### src/rtl/valid_rr_pkg.sv
// Shared definitions for the valid-only round-robin arbiter: default sizes,
// the requester id type and the rotating-priority pick function.
package valid_rr_pkg;

  localparam int DW_DEF   = 32;
  localparam int NREQ_DEF = 3;
  localparam int IW_DEF   = $clog2(NREQ_DEF);
  localparam int MAX_NREQ = 16;
  localparam int PIW      = $clog2(MAX_NREQ);

  typedef logic [IW_DEF-1:0] id_t;

  typedef struct packed {
    logic           found;
    logic [PIW-1:0] idx;
  } rr_pick_t;

  // First set bit of req_mask at or after (last+1) mod nreq, wrapping once.
  function automatic rr_pick_t rr_pick(input logic [MAX_NREQ-1:0] req_mask,
                                       input int unsigned         last,
                                       input int unsigned         nreq);
    rr_pick_t    r;
    int unsigned cand;
    r = '0;
    for (int unsigned k = 1; k <= MAX_NREQ; k++) begin
      cand = (last + k) % nreq;
      if (k <= nreq && !r.found && req_mask[cand[PIW-1:0]]) begin
        r.found = 1'b1;
        r.idx   = cand[PIW-1:0];
      end
    end
    return r;
  endfunction

endpackage

### src/rtl/valid_rr_arbiter_fifo.sv
// Per-requester FIFO that absorbs words from a producer that cannot stall,
// dropping (and counting, saturating) words that find it full.
module rr_fifo #(
  parameter int DW    = 32,
  parameter int DEPTH = 2,
  parameter int CW    = 16
) (
  input  logic          clk,
  input  logic          reset,
  input  logic          push,
  input  logic          pop,
  input  logic [DW-1:0] din,
  output logic [DW-1:0] dout,
  output logic          empty,
  output logic          can_push,
  output logic [CW-1:0] drop_cnt
);

  localparam int AW   = (DEPTH > 1) ? $clog2(DEPTH) : 1;
  localparam int CNTW = $clog2(DEPTH + 1);

  logic [DW-1:0]   r_mem [DEPTH];
  logic [AW-1:0]   r_wr_ptr;
  logic [AW-1:0]   r_rd_ptr;
  logic [CNTW-1:0] r_count;
  logic [CW-1:0]   r_drop_cnt;
  logic            w_write;
  logic            w_drop;

  // A pop in the same cycle frees the slot the incoming word needs.
  assign can_push = (r_count < CNTW'(DEPTH)) || pop;
  assign w_write  = push && can_push;
  assign w_drop   = push && !can_push;
  assign empty    = (r_count == '0);
  assign dout     = r_mem[r_rd_ptr];
  assign drop_cnt = r_drop_cnt;

  function automatic logic [AW-1:0] ptr_inc(input logic [AW-1:0] p);
    return (p == AW'(DEPTH - 1)) ? '0 : p + 1'b1;
  endfunction

  // NOTE: storage has no reset; only pointers and count define validity, so
  // clearing the array would cost reset routing for no functional gain.
  always_ff @(posedge clk) begin
    if (w_write) r_mem[r_wr_ptr] <= din;
  end

  // NOTE: all state uses non-blocking assignments so every register samples
  // pre-edge values regardless of statement order.
  always_ff @(posedge clk) begin
    if (reset) begin
      r_wr_ptr   <= '0;
      r_rd_ptr   <= '0;
      r_count    <= '0;
      r_drop_cnt <= '0;
    end else begin
      if (w_write) r_wr_ptr <= ptr_inc(r_wr_ptr);
      if (pop)     r_rd_ptr <= ptr_inc(r_rd_ptr);
      case ({w_write, pop})
        2'b10:   r_count <= r_count + 1'b1;
        2'b01:   r_count <= r_count - 1'b1;
        default: r_count <= r_count;
      endcase
      if (w_drop && r_drop_cnt != '1) r_drop_cnt <= r_drop_cnt + 1'b1;
    end
  end

endmodule

### src/rtl/valid_rr_arbiter.sv
// Merges NREQ valid-only producers onto one valid/ready consumer through
// per-requester FIFOs and a rotating-priority registered output stage.
module valid_rr_arbiter
  import valid_rr_pkg::*;
#(
  parameter int NREQ  = NREQ_DEF,
  parameter int DW    = DW_DEF,
  parameter int DEPTH = 2,
  parameter int CW    = 16,
  localparam int IW   = $clog2(NREQ)
) (
  input  logic               clk,
  input  logic               reset,
  input  logic [NREQ-1:0]    in_valid,
  input  logic [NREQ*DW-1:0] in_data,
  output logic               out_valid,
  input  logic               out_ready,
  output logic [DW-1:0]      out_data,
  output logic [IW-1:0]      out_id,
  output logic [NREQ*CW-1:0] drop_cnt,
  output logic               busy
);

  logic [NREQ-1:0]     w_empty;
  logic [NREQ-1:0]     w_can_push;
  logic [NREQ-1:0]     w_pop;
  logic [DW-1:0]       w_fifo_dout [NREQ];
  logic [MAX_NREQ-1:0] w_req_mask;
  rr_pick_t            w_pick;
  logic [IW-1:0]       w_pick_id;
  logic [DW-1:0]       w_win_data;
  logic                w_load;

  logic                r_out_valid;
  logic [DW-1:0]       r_out_data;
  logic [IW-1:0]       r_out_id;
  logic [IW-1:0]       r_last;

  for (genvar g = 0; g < NREQ; g++) begin : g_req
    rr_fifo #(.DW(DW), .DEPTH(DEPTH), .CW(CW)) u_fifo (
      .clk      (clk),
      .reset    (reset),
      .push     (in_valid[g]),
      .pop      (w_pop[g]),
      .din      (in_data[g*DW +: DW]),
      .dout     (w_fifo_dout[g]),
      .empty    (w_empty[g]),
      .can_push (w_can_push[g]),
      .drop_cnt (drop_cnt[g*CW +: CW])
    );

    a_empty_has_space: assert property (@(posedge clk) disable iff (reset)
      w_empty[g] |-> w_can_push[g]);
  end

  // out_ready reaches only the load/pop enables, never the output register's
  // current contents.
  assign w_load = !r_out_valid || out_ready;

  // NOTE: every always_comb output gets a default first so no latch is inferred.
  always_comb begin
    w_req_mask             = '0;
    w_req_mask[NREQ-1:0]   = ~w_empty;
    w_pick                 = rr_pick(w_req_mask, 32'(r_last), NREQ);
    w_pick_id              = w_pick.idx[IW-1:0];
    w_win_data             = '0;
    w_pop                  = '0;
    for (int i = 0; i < NREQ; i++) begin
      if (w_pick_id == IW'(i)) begin
        w_win_data = w_fifo_dout[i];
        w_pop[i]   = w_load && w_pick.found;
      end
    end
  end

  always_ff @(posedge clk) begin
    if (reset) begin
      r_out_valid <= 1'b0;
      r_out_data  <= '0;
      r_out_id    <= '0;
      r_last      <= IW'(NREQ - 1);
    end else if (w_load) begin
      if (w_pick.found) begin
        r_out_valid <= 1'b1;
        r_out_data  <= w_win_data;
        r_out_id    <= w_pick_id;
        r_last      <= w_pick_id;
      end else begin
        r_out_valid <= 1'b0;
      end
    end
  end

  assign out_valid = r_out_valid;
  assign out_data  = r_out_data;
  assign out_id    = r_out_id;
  // Decoded purely from registered state, so no path from in_valid.
  assign busy      = r_out_valid || !(&w_empty);

endmodule

### config.mk
export PLATFORM = sky130hd
export DESIGN_NAME = valid_rr_arbiter
export DESIGN_NICKNAME = d
export VERILOG_FILES = /design/src/rtl/valid_rr_pkg.sv /design/src/rtl/valid_rr_arbiter_fifo.sv /design/src/rtl/valid_rr_arbiter.sv
export SDC_FILE = /design/constraint.sdc
export NUM_CORES = 1
export LEC_CHECK = 0
export CORE_AREA = 2 2 147 149
export CTS_CLUSTER_DIAMETER = 100
export DETAILED_ROUTE_END_ITERATION = 7
export DIE_AREA = 0 0 149 151
export PLACE_DENSITY = 0.81
export SYNTH_ARGS = -nofsm -noshare
export SYNTH_HDL_FRONTEND = slang
export SYNTH_SLANG_ARGS = --single-unit
### constraint.sdc
create_clock -name clk -period 7.2 [get_ports clk]
set_input_delay 1.44 -clock clk [delete_from_list [all_inputs] [get_ports clk]]
set_output_delay 1.44 -clock clk [all_outputs]
set_load 0.01 [all_outputs]
Word level (Yosys, flattened, before mapping)
Memory sizes are Yosys's and may differ from the RTL's. A register that Yosys moved wholly into a read port is not among the register bits.
Cells that the tools add are included.
{"block": "totals", "input_bits": 102, "wordCells": 128, "n_memories": 3, "mem_bits_rw": 192, "register_bits": 97, "output_inout_bits": 84}
{"name": "g_req[0].u_fifo.r_mem", "depth": 2, "width": 32, "read_ports": 1, "rd_ports_with_merged_regs": 1, "wr": 1, "line_no": "valid_rr_arbiter_fifo.sv:22", "text": "logic [DW-1:0] r_mem [DEPTH];"}
{"name": "g_req[1].u_fifo.r_mem", "depth": 2, "width": 32, "read_ports": 1, "rd_ports_with_merged_regs": 1, "wr": 1, "line_no": "valid_rr_arbiter_fifo.sv:22"}
{"name": "g_req[2].u_fifo.r_mem", "depth": 2, "width": 32, "read_ports": 1, "rd_ports_with_merged_regs": 1, "wr": 1, "line_no": "valid_rr_arbiter_fifo.sv:22"}
{"block": "classes", "div": 3, "n_addsub": 18, "n_eq_ne": 11, "bitwise": 1, "n_lt_le_gt_ge": 6, "reduce_logical": 33, "muxes": 37}
{"operator": "32-bit by 2-bit modulo with 32-bit output (second input constant)", "count": 3}
{"operator": "32-bit 2-to-1 mux", "count": 3}
{"operator": "16-bit by 1-bit adder with 16-bit output (second input constant)", "count": 3}
{"operator": "16-bit inequality test (second input constant)", "count": 3}
{"operator": "1-bit 2-to-1 mux", "count": 25}
{"operator": "4-bit by 5-bit < comparator with 1-bit output (second input constant)", "count": 3}
{"operator": "5-bit 2-to-1 mux", "count": 3}
{"operator": "1-bit binary-select mux with 4-bit select", "count": 3}
{"operator": "1-bit logical AND", "count": 12}
{"operator": "2-bit case mux with 2 select lines", "count": 3}
{"operator": "2-bit by 1-bit == test with 1-bit output (second input constant)", "count": 4}
{"operator": "2-bit == test (second input constant)", "count": 4}
{"operator": "2-bit zero test", "count": 4}
{"operator": "1-bit zero test", "count": 7}
{"operator": "1-bit adder (second input constant)", "count": 6}
{"operator": "2-bit by 1-bit adder with 2-bit output (second input constant)", "count": 3}
{"operator": "2-bit by 2-bit adder with 3-bit output (second input constant)", "count": 2}
{"operator": "2-bit < comparator (second input constant)", "count": 3}
{"operator": "2-bit nonzero test", "count": 3}
{"operator": "2-bit by 1-bit subtractor with 2-bit output (second input constant)", "count": 3}
{"operator": "1-bit logical OR", "count": 5}
{"operator": "2-bit by 1-bit adder with 3-bit output (second input constant)", "count": 1}
{"operator": "3-bit inverter", "count": 1}
{"operator": "3-bit AND reduction", "count": 1}
{"operator": "2-bit AND reduction", "count": 1}

Logic depth before layout (Yosys ltp)
{"block": "logic_depth", "word_depth": 17, "depth_mapped": 15, "ltp_nobuf": 14}

Modules after synthesis
From an unflattened synthesis, not the netlist that was laid out.
{"block": "unflattened", "cells_unflattened": 894, "area_unflattened_um2": 12458.2}
{"module": "rr_fifo", "area_per_inst_um2": 3355.7, "cells_each": 218, "seq_area_each_um2": 2342.2, "instances": 3}
{"module": "valid_rr_arbiter", "area_per_inst_um2": 2391.0, "cells_each": 240, "seq_area_each_um2": 720.7, "instances": 1}

Worst setup path before layout
OpenSTA, ideal clock, no wires.
{"block": "synth_timing", "path_type": "input-to-reg", "start": "input port out_ready", "end": "memory g_req[0].u_fifo.r_mem[0][0], enable pin", "cell_stages": 7, "path_buffers": 1, "t_required_ns": 6.779, "setup_time_ns": 0.421, "t_arrival_ns": 3.941, "slack_ns": 2.838, "cell_sequence": "nor2b_1 > o32a_2 > a21boi_4 > o31ai_4 > buf_6 > nand2_1 > nor2_1"}
{"block": "synth_via", "elab_chain_len": 7}
{"element": "from (decl)", "line_no": "valid_rr_arbiter.sv:17", "text": "input logic out_ready,"}
{"element": "1-bit logical OR", "line_no": "valid_rr_arbiter.sv:58", "text": "assign w_load = !r_out_valid || out_ready;"}
{"element": "1-bit logical AND", "line_no": "valid_rr_arbiter.sv:71", "text": "w_pop[i] = w_load && w_pick.found;"}
{"element": "1-bit 2-to-1 mux", "line_no": "valid_rr_arbiter.sv:69", "text": "if (w_pick_id == IW'(i)) begin"}
{"element": "1-bit logical OR", "line_no": "valid_rr_arbiter_fifo.sv:31", "text": "assign can_push = (r_count < CNTW'(DEPTH)) || pop;"}
{"element": "1-bit logical AND", "line_no": "valid_rr_arbiter_fifo.sv:32", "text": "assign w_write = push && can_push;"}
{"element": "1-bit 2-to-1 mux", "line_no": "valid_rr_arbiter_fifo.sv:45", "text": "if (w_write) r_mem[r_wr_ptr] <= din;"}
{"element": "1-bit 2-to-1 mux (implied by the code)", "line_no": "valid_rr_arbiter_fifo.sv:45"}
{"element": "to (decl)", "line_no": "valid_rr_arbiter_fifo.sv:22"}
Every way passes these cells.

Worst setup path in the final report
{"block": "layout_timing", "start": "register r_last[1]", "end": "memory g_req[0].u_fifo.r_mem[0][26], enable pin"}
{"block": "layout_via", "elab_chain_len": 17, "word_cells_on_any_way": 26, "classes_between": "add/sub (3); div (3); mux (12); reduce/logical (8)"}
{"element": "from (decl)", "line_no": "valid_rr_arbiter.sv:37", "text": "logic [IW-1:0] r_last;"}
{"element": "from (signal assigned)", "line_no": "valid_rr_arbiter.sv:81", "text": "r_last <= IW'(NREQ - 1);"}
{"element": "from (signal assigned)", "line_no": "valid_rr_arbiter.sv:87", "text": "r_last <= w_pick_id;"}
{"element": "2-bit by 1-bit adder with 3-bit output", "line_no": "valid_rr_pkg.sv:26", "text": "cand = (last + k) % nreq;"}
{"element": "32-bit by 2-bit modulo with 32-bit output", "line_no": "valid_rr_pkg.sv:26"}
{"element": "1-bit binary-select mux with 4-bit select", "line_no": "valid_rr_pkg.sv:27", "text": "if (k <= nreq && !r.found && req_mask[cand[PIW-1:0]]) begin"}
{"element": "1-bit 2-to-1 mux (implied by the code)", "line_no": "valid_rr_pkg.sv:27"}
{"element": "5-bit 2-to-1 mux", "line_no": "valid_rr_pkg.sv:27"}
{"element": "1-bit zero test", "line_no": "valid_rr_pkg.sv:27"}
{"element": "1-bit logical AND", "line_no": "valid_rr_pkg.sv:27"}
{"element": "5-bit 2-to-1 mux", "line_no": "valid_rr_pkg.sv:27"}
{"element": "1-bit zero test", "line_no": "valid_rr_pkg.sv:27"}
{"element": "1-bit logical AND", "line_no": "valid_rr_pkg.sv:27"}
{"element": "5-bit 2-to-1 mux *", "line_no": "valid_rr_pkg.sv:27"}
{"element": "2-bit zero test / 1-bit logical AND (equally long branches)", "line_no": "valid_rr_arbiter.sv:69, valid_rr_arbiter.sv:71"}
{"element": "1-bit 2-to-1 mux *", "line_no": "valid_rr_arbiter.sv:69"}
{"element": "1-bit logical OR *", "line_no": "valid_rr_arbiter_fifo.sv:31"}
{"element": "1-bit logical AND *", "line_no": "valid_rr_arbiter_fifo.sv:32"}
{"element": "1-bit 2-to-1 mux *", "line_no": "valid_rr_arbiter_fifo.sv:45"}
{"element": "1-bit 2-to-1 mux (implied by the code) *", "line_no": "valid_rr_arbiter_fifo.sv:45"}
Every way passes the cells marked *; elsewhere a longest branch is shown, timed or not. The select of a mux whose other input is x is not followed.

==> impl_results.md <==
* 1st-iter DRT viols at roughly 700
* Top cells by count, synth: edfxtp_1 (192), dfxtp_1 (99), mux2i_1 (68), nand2_1 (67), nor2_1 (64)
* Initial DRT Pass Iterations at 6
* RSZ-0062 raised after global routing: no
* Outcome: finished clean
* Clk slew on worst S/H paths at approximately 0.060 ns
* Yosys cell types at 63
* Max incr delay on CP at 0.80 ns
* CP Class: flop to flop
* Initial antenna violation count at 2
* Met3 usage at 0.0358
* Post-layout util at 0.717
* Root buf cell: clkbuf_16
* Psw at around 0.0025 W
* Total track usage at 0.238
* Total Nets Final at 1209
* Clk_lat worst skew at about 0.56 ns
* GPL Wtd Cong at ~0.87
* Final min period at 4.33 ns
* Worst-Margin Slew at 1.16 ns
* Post-Syn Instances at 924
* Setup violation total in the final timing report at 0
* First-pass GRT wire length at 41700 µm
* Top_reg_cell synth: edfxtp_1
* Sw Ratio at 0.394
* Post-synthesis sequential area ratio at 0.647
* CP max-delay cell: nor2_4
* Post-CTS setup buffer count at 0
* Horiz. Die Dim at about 150 µm
* Clock tree sinks at 291
* Power share of the combinational group at 0.424
* Type of the worst min-delay path: flop to flop
* Setup WS pre-CTS at between 2 and 3 ns
* Leakage at about 5 nW
* Cells resized by post-CTS repair at 0
* Top Ports at 186
* GRT met1 Usage at 0.328
* CTS tree: done
* Worst-path cell chain: inv_1, ha_1, o21bai_1, a21oi_1, o21a_1, o21a_2, o31ai_4, nand2_1, nor2_4
* Reg2reg setup slack at 2.87 ns
* Count leader, synth: edfxtp_1
* Grt met2 use at 0.395
* WL/cell at 19.5 µm
* CP Max Fanout at 47
* CTS Hold Bufs at 0
* Vias per cell at 5.92
* Clock power frac at 0.222
* Flop pwr share at 0.354
* Async SR Flop Fraction at 0
* Setup_tns at 0 ns
* # rows at 53
* Maximum capacitance violations at 0
* CP required at 7.38 ns
* Worst vdd rail ir drop at 0.468 mV
* Clock Path Buffers at 3
* Fraction of layout instances using a drive strength above 1 at 0.0780
* Initial core utilization at 0.575
* Pwr Density at 428 mW/mm²
* Core Box Area at between 0.02 and 0.025 mm²
* Die area at between 0.02 and 0.025 mm²
* Final max-slew violation count at 0
* Grt peak-use layer: met2
* Final Hold Viols at 0
* Crit path buf inv count at 1
* Die height at 151 µm
* Largest net degree at the start of global routing at 86
* Yosys top cell by area: edfxtp_1
* Mapped Area at 0.0120 mm²
* IO buf count at 185
* Post-route ant nets at 0
* Worst setup SP type: flop
* Area growth syn-to-layout at 24.8%
* Synth top area share at 0.482
* H-tree depth at 1
* Pint at 0.00388 W
* CP endpoint kind: flop
* Avg Cell Area, Syn at 13.0 µm²
* GRT overflow at 0
* Vias in the first global route at 7869
* Cts bufs inserted at 29
* Synth warn at 0
* Fmax at 0.231 GHz
* Synth area leaders: edfxtp_1 (48%), dfxtp_1 (17%), mux2i_1 (5.7%), a211oi_1 (2.9%), a32o_1 (2.5%)
* Slew HR at 0.226
* Syn nets at between 1000 and 1500
* Vias at between 8000 and 9000
* FF+latch count, synth at 291
* Drt total wl at 27200 µm
* Number of enable flip-flop cells after synthesis at approximately 190
* Placed wire-length estimate at 17200 µm
* Skew final at approximately 0.012 ns
* DRC at 0
* Final worst-path setup slack at 2.87 ns
* Delay-heaviest family, CP: compound AO/OA/AOI/OAI gates
* Period utilization at 0.602
* Arr. time, crit path at between 4 and 5 ns
## flip-flops by register name, summed over array words and instances (netlist names), named ones only
signal / flops
out_id: 1
g_req.u_fifo.r_mem: 192
r_last: 2
g_req.u_fifo.drop_cnt: 48
g_req.u_fifo.r_count: 6
out_data: 32
g_req.u_fifo.r_wr_ptr: 3
out_valid: 1
g_req.u_fifo.r_rd_ptr: 3
## layout make-up
type	instances	area [µm²]
clock inverters	15	109
well taps	275	344
diodes	3	7.51
clock buffers	39	793
flip-flops and latches	291	7750
inverters	11	41.3
fillers	1434	5880
multi-input cells	565	3970
repair buffers	195	1920
## cell usage in the layout, fill, tap and decap left out, types with 5 or more instances in the layout
| cell type | count |
|---|---|
| a31oi_1 | 29 |
| inv_1 | 10 |
| xnor2_1 | 30 |
| dfxtp_1 | 96 |
| or3_1 | 10 |
| clkdlybuf4s50_1 | 184 |
| nand2_1 | 67 |
| nor2b_1 | 41 |
| mux2_2 | 5 |
| a211oi_1 | 46 |
| a21oi_1 | 26 |
| clkbuf_1 | 7 |
| and3_1 | 10 |
| mux2i_1 | 68 |
| edfxtp_1 | 192 |
| nor2_1 | 59 |
| a32o_1 | 30 |
| buf_4 | 10 |
| ha_1 | 14 |
| o21ai_0 | 15 |
| nand4_1 | 8 |
| clkbuf_16 | 29 |
| xor2_1 | 5 |
| nand3_1 | 26 |
| clkinv_2 | 5 |
| mux2_1 | 7 |
## path summary, 6_finish.rpt
check | start | to | cells past startpoint
max | r_last[1]$_SDFFE_PP1P_ | g_req[0].u_fifo.r_mem[0][26]$_DFFE_PP_ | 9
min | out_data[21]$_SDFFE_PP0P_ | out_data[21]$_SDFFE_PP0P_ | 1
max reg2reg | r_last[1]$_SDFFE_PP1P_ | g_req[0].u_fifo.r_mem[0][26]$_DFFE_PP_ | 9
min reg2reg | out_data[21]$_SDFFE_PP0P_ | out_data[21]$_SDFFE_PP0P_ | 1
## logic make-up after synthesis
kind of cell,count (synthesis),share of synthesized area
flops,291,0.647
simple gates,257,0.107
compound gates,178,0.112
mux,81,0.0693
buf+inv,68,0.0245
xor+xnor,35,0.0256
fa+ha+maj,14,0.0146
## power groups by stage
stage	Clock [W]	Sequential (W)	Combinational, W
2_1_floorplan	0	0.00224	0.00189
3_3_place_gp	0	0.00228	0.00261
3_5_place_dp	0	0.00230	0.00268
4_1_cts	0.00144	0.00226	0.00271
5_1_grt	0.00150	0.00229	0.00293
6_report	0.00142	0.00226	0.00271
## metal layers
layer	vias up	part of all wire	routed length, µm
met5	-	0	0
met4	0	0.023	633
met3	45	0.072	1970
met2	345	0.48	13100
met1	4013	0.42	11500
li1	3849	-	-
## worst register-to-register path, stage by stage (launching register included)
cell and delay [ns]:
dfxtp_1 0.47, inv_1 0.12, ha_1 0.49, o21bai_1 0.16, a21oi_1 0.12, o21a_1 0.28
o21a_2 0.63, o31ai_4 0.62, nand2_1 0.24, nor2_4 0.80
## per-stage QoR
step	total power (W)	cell area, µm²	cells	hold slack [ns]
after floorplan	0.00413	12000	924	0.481
after global placement	0.00489	14000	1337	0.448
after detailed placement	0.00497	14000	1337	0.461
after CTS	0.00641	14900	1391	0.470
after global routing	0.00673	14900	1393	0.473
final	0.00639	14900	1394	0.469
(Power assumes the default switching activity.)
